`src/rtl/lsu_pkg.sv`:
```
// Load/store unit shared types: FSM state encoding and default widths.
// Latency: n/a (declarations only). Backpressure: n/a.
// Optional build macro consumed by the top: LSU_ALIGN_CHECK_EN.
package lsu_pkg;

    typedef enum logic [1:0] {
        IDLE   = 2'd0,
        ACCESS = 2'd1,
        RESP   = 2'd2
    } lsu_state_t;

    localparam int LSU_ADDR_W = 16;
    localparam int LSU_DATA_W = 16;
    localparam int LSU_RD_W   = 3;

endpackage

```
`src/rtl/load_store_unit.sv`:
```
// Single-outstanding load/store unit driving a combinational-read data memory.
// Latency: accept at edge N, memory strobe in cycle N+1, response valid from edge N+2 (N+1 on misalign error).
// Backpressure: req_ready only in IDLE; response held stable until resp_ready. Macro: LSU_ALIGN_CHECK_EN.
module load_store_unit
    import lsu_pkg::*;
#(
    parameter int ADDR_W = LSU_ADDR_W,
    parameter int DATA_W = LSU_DATA_W,
    parameter int RD_W   = LSU_RD_W
) (
    input  logic              clk,
    input  logic              rst_n,
    input  logic              req_valid,
    output logic              req_ready,
    input  logic              req_is_store,
    input  logic [ADDR_W-1:0] req_addr,
    input  logic [DATA_W-1:0] req_wdata,
    input  logic [RD_W-1:0]   req_rd,
    output logic [ADDR_W-1:0] mem_acess_addr,
    output logic [DATA_W-1:0] mem_write_data,
    output logic              mem_write_en,
    output logic              mem_read,
    input  logic [DATA_W-1:0] mem_read_data,
    output logic              resp_valid,
    input  logic              resp_ready,
    output logic              resp_is_store,
    output logic [RD_W-1:0]   resp_rd,
    output logic [DATA_W-1:0] resp_rdata,
    output logic              resp_err
);

    lsu_state_t        r_state;
    lsu_state_t        w_next;
    logic              r_is_store;
    logic [ADDR_W-1:0] r_addr;
    logic [DATA_W-1:0] r_wdata;
    logic [RD_W-1:0]   r_rd;
    logic [DATA_W-1:0] r_rdata;
    logic              w_accept;
    logic              w_misaligned;

    assign w_accept = req_valid && (r_state == IDLE);

`ifdef LSU_ALIGN_CHECK_EN
    logic r_err;

    assign w_misaligned = req_addr[0];
    assign resp_err     = r_err;

    always_ff @(posedge clk or negedge rst_n) begin
        if (!rst_n) begin
            r_err <= 1'b0;
        end else if (w_accept) begin
            r_err <= w_misaligned;
        end
    end
`else
    assign w_misaligned = 1'b0;
    assign resp_err     = 1'b0;
`endif

    always_ff @(posedge clk or negedge rst_n) begin
        if (!rst_n) begin
            r_state <= IDLE;
        end else begin
            r_state <= w_next;
        end
    end

    always_comb begin
        w_next = r_state;
        case (r_state)
            IDLE:    if (w_accept) w_next = w_misaligned ? RESP : ACCESS;
            ACCESS:  w_next = RESP;
            RESP:    if (resp_ready) w_next = IDLE;
            default: w_next = IDLE;
        endcase
    end

    always_comb begin
        req_ready      = 1'b0;
        resp_valid     = 1'b0;
        mem_write_en   = 1'b0;
        mem_read       = 1'b0;
        mem_write_data = '0;
        case (r_state)
            IDLE:    req_ready = 1'b1;
            ACCESS: begin
                mem_write_en   = r_is_store;
                mem_read       = !r_is_store;
                mem_write_data = r_is_store ? r_wdata : '0;
            end
            RESP:    resp_valid = 1'b1;
            default: req_ready = 1'b0;
        endcase
    end

    // Load data is cleared on accept so stores and rejected requests report zero.
    always_ff @(posedge clk or negedge rst_n) begin
        if (!rst_n) begin
            r_is_store <= 1'b0;
            r_addr     <= '0;
            r_wdata    <= '0;
            r_rd       <= '0;
            r_rdata    <= '0;
        end else if (w_accept) begin
            r_is_store <= req_is_store;
            r_addr     <= req_addr;
            r_wdata    <= req_wdata;
            r_rd       <= req_rd;
            r_rdata    <= '0;
        end else if (r_state == ACCESS && !r_is_store) begin
            r_rdata    <= mem_read_data;
        end
    end

    assign mem_acess_addr = r_addr;
    assign resp_is_store  = r_is_store;
    assign resp_rd        = r_rd;
    assign resp_rdata     = r_rdata;

endmodule

```
`config.mk`:
```
export PLATFORM = sky130hd
export DESIGN_NAME = load_store_unit
export DESIGN_NICKNAME = d
export VERILOG_FILES = /design/src/rtl/lsu_pkg.sv /design/src/rtl/load_store_unit.sv
export SDC_FILE = /design/constraint.sdc
export NUM_CORES = 1
export LEC_CHECK = 0
export ABC_AREA = 1
export CAP_MARGIN = 40
export CORE_AREA = 4 4 67 114
export CTS_BUF_LIST = sky130_fd_sc_hd__clkbuf_8
export CTS_CLUSTER_SIZE = 25
export DETAILED_ROUTE_END_ITERATION = 10
export DIE_AREA = 0 0 71 118
export GPL_TIMING_DRIVEN = 0
export PLACE_DENSITY = 0.68
export SLEW_MARGIN = 10
export SYNTH_ARGS = -nofsm -noshare
export SYNTH_HDL_FRONTEND = slang
export SYNTH_SLANG_ARGS = --single-unit
export TNS_END_PERCENT = 5
```
`constraint.sdc`:
```
create_clock -name clk -period 1.04 [get_ports clk]
set_input_delay 0.156 -clock clk [delete_from_list [all_inputs] [get_ports clk]]
set_output_delay 0.156 -clock clk [all_outputs]
set_load 0.1 [all_outputs]
```
==> flow_summary_export.csv <==
group,metric,value,unit
status,status,"finished, violations left",
status,violations,"setup timing",
worst_setup_path,timing.reg2reg.worst_path_depth,7,
clock_tree,cts_tree,"yes",
worst_setup_path,critical_path_arrival,1420,ps
clock_tree,inserted_clock_buffers,5,
detailed_routing,drt-vias-per-instance,4.62,
sta,slew_viol_final,0,
detailed_routing,remaining_drc_errors,0,
placement,placed_cells,520,
die,floorplan.rows,39,
detailed_routing,dr_total_vias,2421,
sta,setup_viol_count_final,109,
flow_run,cap_violations,0,
sta,timing.fmax,0.635,GHz
placement,place.port_buffers,111,
clock_tree,clk_sinks,54,
placement,finalWeightedCongestion,0.730,
worst_setup_path,r2r_end,"r_wdata[9]",
global_routing,grt_overflow_total,0,
global_routing,grt_max_degree,29,
die,core_area,6640,um2
synth,yosys_warnings,0,
sta,min_period_over_period,151,%
die,fp.dieArea,8380,um2
worst_setup_path,worst_setup_path_start_kind,"register",
cells_and_area,share_of_cells_above_drive_strength_1,38.9,%
sta,clock_skew,6.54,ps
worst_setup_path,timing.critical_path.from,"resp_is_store",
placement,placement.setup.worst_slack,-970,ps
clock_tree,cts_htree_levels,2,
cells_and_area,design.final.nets,497,
die,floorplan.io_pins,113,
placement,hpwl,6350,um
detailed_routing,postRouteWirelength,8640,um
detailed_routing,detail-route-antenna-nets,0,
detailed_routing,dr.pass1.iters,4,
sta,rsz0062_at_grt,"yes",
die,die_height,118,um
sta,clock_period_minus_worst_slack,1570,ps
global_routing,antenna_found_initial,0,
synth,syn_nets,326,
clock_tree,cts-root-buf,"sky130_fd_sc_hd__clkbuf_8",
synth,yosys.cell_types.count,15,
sta,hold_violations,0,
detailed_routing,detailedRoute.firstIterationViolations,108,
cells_and_area,signed_area_change_from_the_synthesized_netlist_to_the_final_layout,120,%
clock_tree,worstSkewPairLatency,290,ps
sta,timing.final.ws_setup,-535,ps
synth,postSynthCellCount,270,
clock_tree,max-clock-path-buffers,2,
worst_setup_path,reg2reg_launch_point,"r_state[0]",
global_routing,number_of_global_route_vias_before_repair,2857,
cells_and_area,layout_cells_excl_fill,524,
global_routing,globalRouteTotalUtil,20.9,%
worst_setup_path,critPathKind,"reg2out",
clock_tree,worst_setup_hold_path_clk_slew,90,ps
worst_setup_path,setup.reg_to_reg.worst_slack,-310,ps
worst_setup_path,critical_path_peak_fanout,5,
worst_setup_path,highest_cell_delay_on_the_worst_timing_path,510,ps
worst_setup_path,path_cells,"buf_12, buf_12, nand3_4, clkinvlp_4, buf_12",
cells_and_area,insertedDiodeCount,0,
synth,synth.ff_latch_count,54,
worst_setup_path,cpMaxStageDelayCell,"sky130_fd_sc_hd__dfrtp_4",
synth,synth.avg_cell_area,8.48,um2
worst_setup_path,cp.required,880,ps
hold_path,min_path_type,"in2async",
global_routing,grt_first_pass_wirelength,13800,um
worst_setup_path,critical-path-top-delay-family,"buffers and inverters",
detailed_routing,route.detailed.wl_per_inst,16.5,um
sta,fin_worst_hold_slack,360,ps
worst_setup_path,worst_path_most_repeated_cell,"sky130_fd_sc_hd__buf_12",
worst_setup_path,worst-path-buf-inv,4,
worst_setup_path,worstSetupEndpointType,"output port",
die,floorplan.initialDensity,34.5,%
synth,yosysSeqAreaShare,59.0,%
die,dieWidth,71,um
synth,cell_area_after_synthesis,2290,um2
## synth_stat cells
cell type / number / area, um2
sky130_fd_sc_hd__dfrtp_1: 54 / 1350
sky130_fd_sc_hd__nor2_1: 17 / 63.8
sky130_fd_sc_hd__buf_2: 6 / 30.0
sky130_fd_sc_hd__buf_6: 3 / 33.8
sky130_fd_sc_hd__conb_1: 1 / 3.75
sky130_fd_sc_hd__nand3b_2: 1 / 11.3
sky130_fd_sc_hd__inv_4: 1 / 6.26
sky130_fd_sc_hd__nand2_4: 2 / 22.5
sky130_fd_sc_hd__nor2_4: 1 / 11.3
sky130_fd_sc_hd__nand2_1: 158 / 593
sky130_fd_sc_hd__buf_4: 4 / 30.0
sky130_fd_sc_hd__inv_1: 3 / 11.3
sky130_fd_sc_hd__buf_8: 1 / 15.0
sky130_fd_sc_hd__nor2_8: 1 / 20.0
sky130_fd_sc_hd__nand3_1: 17 / 85.1
## cell type report
cell class,instances,area [um2]
clock buffers,8,110
flip-flops and latches,54,1360
inverters,4,26.3
multi-input cells,198,1030
repair buffers,164,2240
fillers,457,1600
well taps,82,103
plain buffers,14,168
## metal layers
layer / wire, um / vias up / share of wire (%) / global-route usage, %
met5: 0 / - / 0 / 0
met1: 2740 / 1161 / 32 / 20.0
met2: 5270 / 82 / 61 / 41.2
li1: - / 1158 / - / -
met3: 355 / 20 / 4.1 / 2.99
met4: 277 / 0 / 3.2 / 9.76
## worst register-to-register path: stages (launching register included)
cell and delay [ps]:
sky130_fd_sc_hd__dfrtp_2 460, sky130_fd_sc_hd__buf_6 160, sky130_fd_sc_hd__nor2_4 120, sky130_fd_sc_hd__nand2_4 130, sky130_fd_sc_hd__inv_6 130, sky130_fd_sc_hd__buf_6 160, sky130_fd_sc_hd__nand2_1 80, sky130_fd_sc_hd__nand2_1 70
## worst max path at each step
stage	end	slack [ps]	cells past startpoint
detailed placement	mem_write_data[12]	-970	5
floorplan	mem_write_data[10]	-580	4
global placement	resp_is_store	-2290	1
global route	mem_write_en	-580	5
CTS	mem_write_en	-540	5
finish	mem_write_en	-530	5
## timing repair
action / CTS / global route
endpoints found under the hold margin: 26 / 0
gates cloned: 1 / 1
hold buffers: 1 / 0
endpoints found under the setup margin: 110 / 138
gates resized for setup: 229 / 14
setup buffers: 9 / 2
pin swaps: 14 / 7
## cells by family (layout without fill, tap and decap cells)
kind of cell / Yosys count / in the layout / share of synthesized area (%)
buf+inv: 18 / 190 / 5.52
flops: 54 / 54 / 59.0
other cells: 1 / 1 / 0.164
simple gates: 197 / 197 / 35.3
## cell usage in the layout, fill, tap and decap left out, drive strengths merged, types with 3 or more instances in the layout
cell and count:
dfrtp 54, clkbuf 13, inv 3, buf 118
nand2 160, nor2 19, nand3 17, clkdlybuf4s50 54
## through the flow
| stage | area [um2] | setup TNS (ps) | utilization (%) |
|---|---|---|---|
| after detailed placement | 4710 | -35380 | 71.0 |
| after CTS | 4940 | -26990 | 74.5 |
| after global placement | 3680 | -160410 | 55.5 |
| after floorplan | 2470 | -39990 | - |
| after global routing | 5030 | -33120 | 75.8 |
| final | 5030 | -27120 | 75.8 |
## sequential cells by signal, indices dropped and copies added (netlist names)
signal          flops
mem_acess_addr     16
r_wdata            16
resp_rdata         16
resp_rd             3
r_state             2
resp_is_store       1
Power is left out: the tool's default activity adds up to more than one toggle a clock period on the data nets, which glitch-free logic cannot reach.
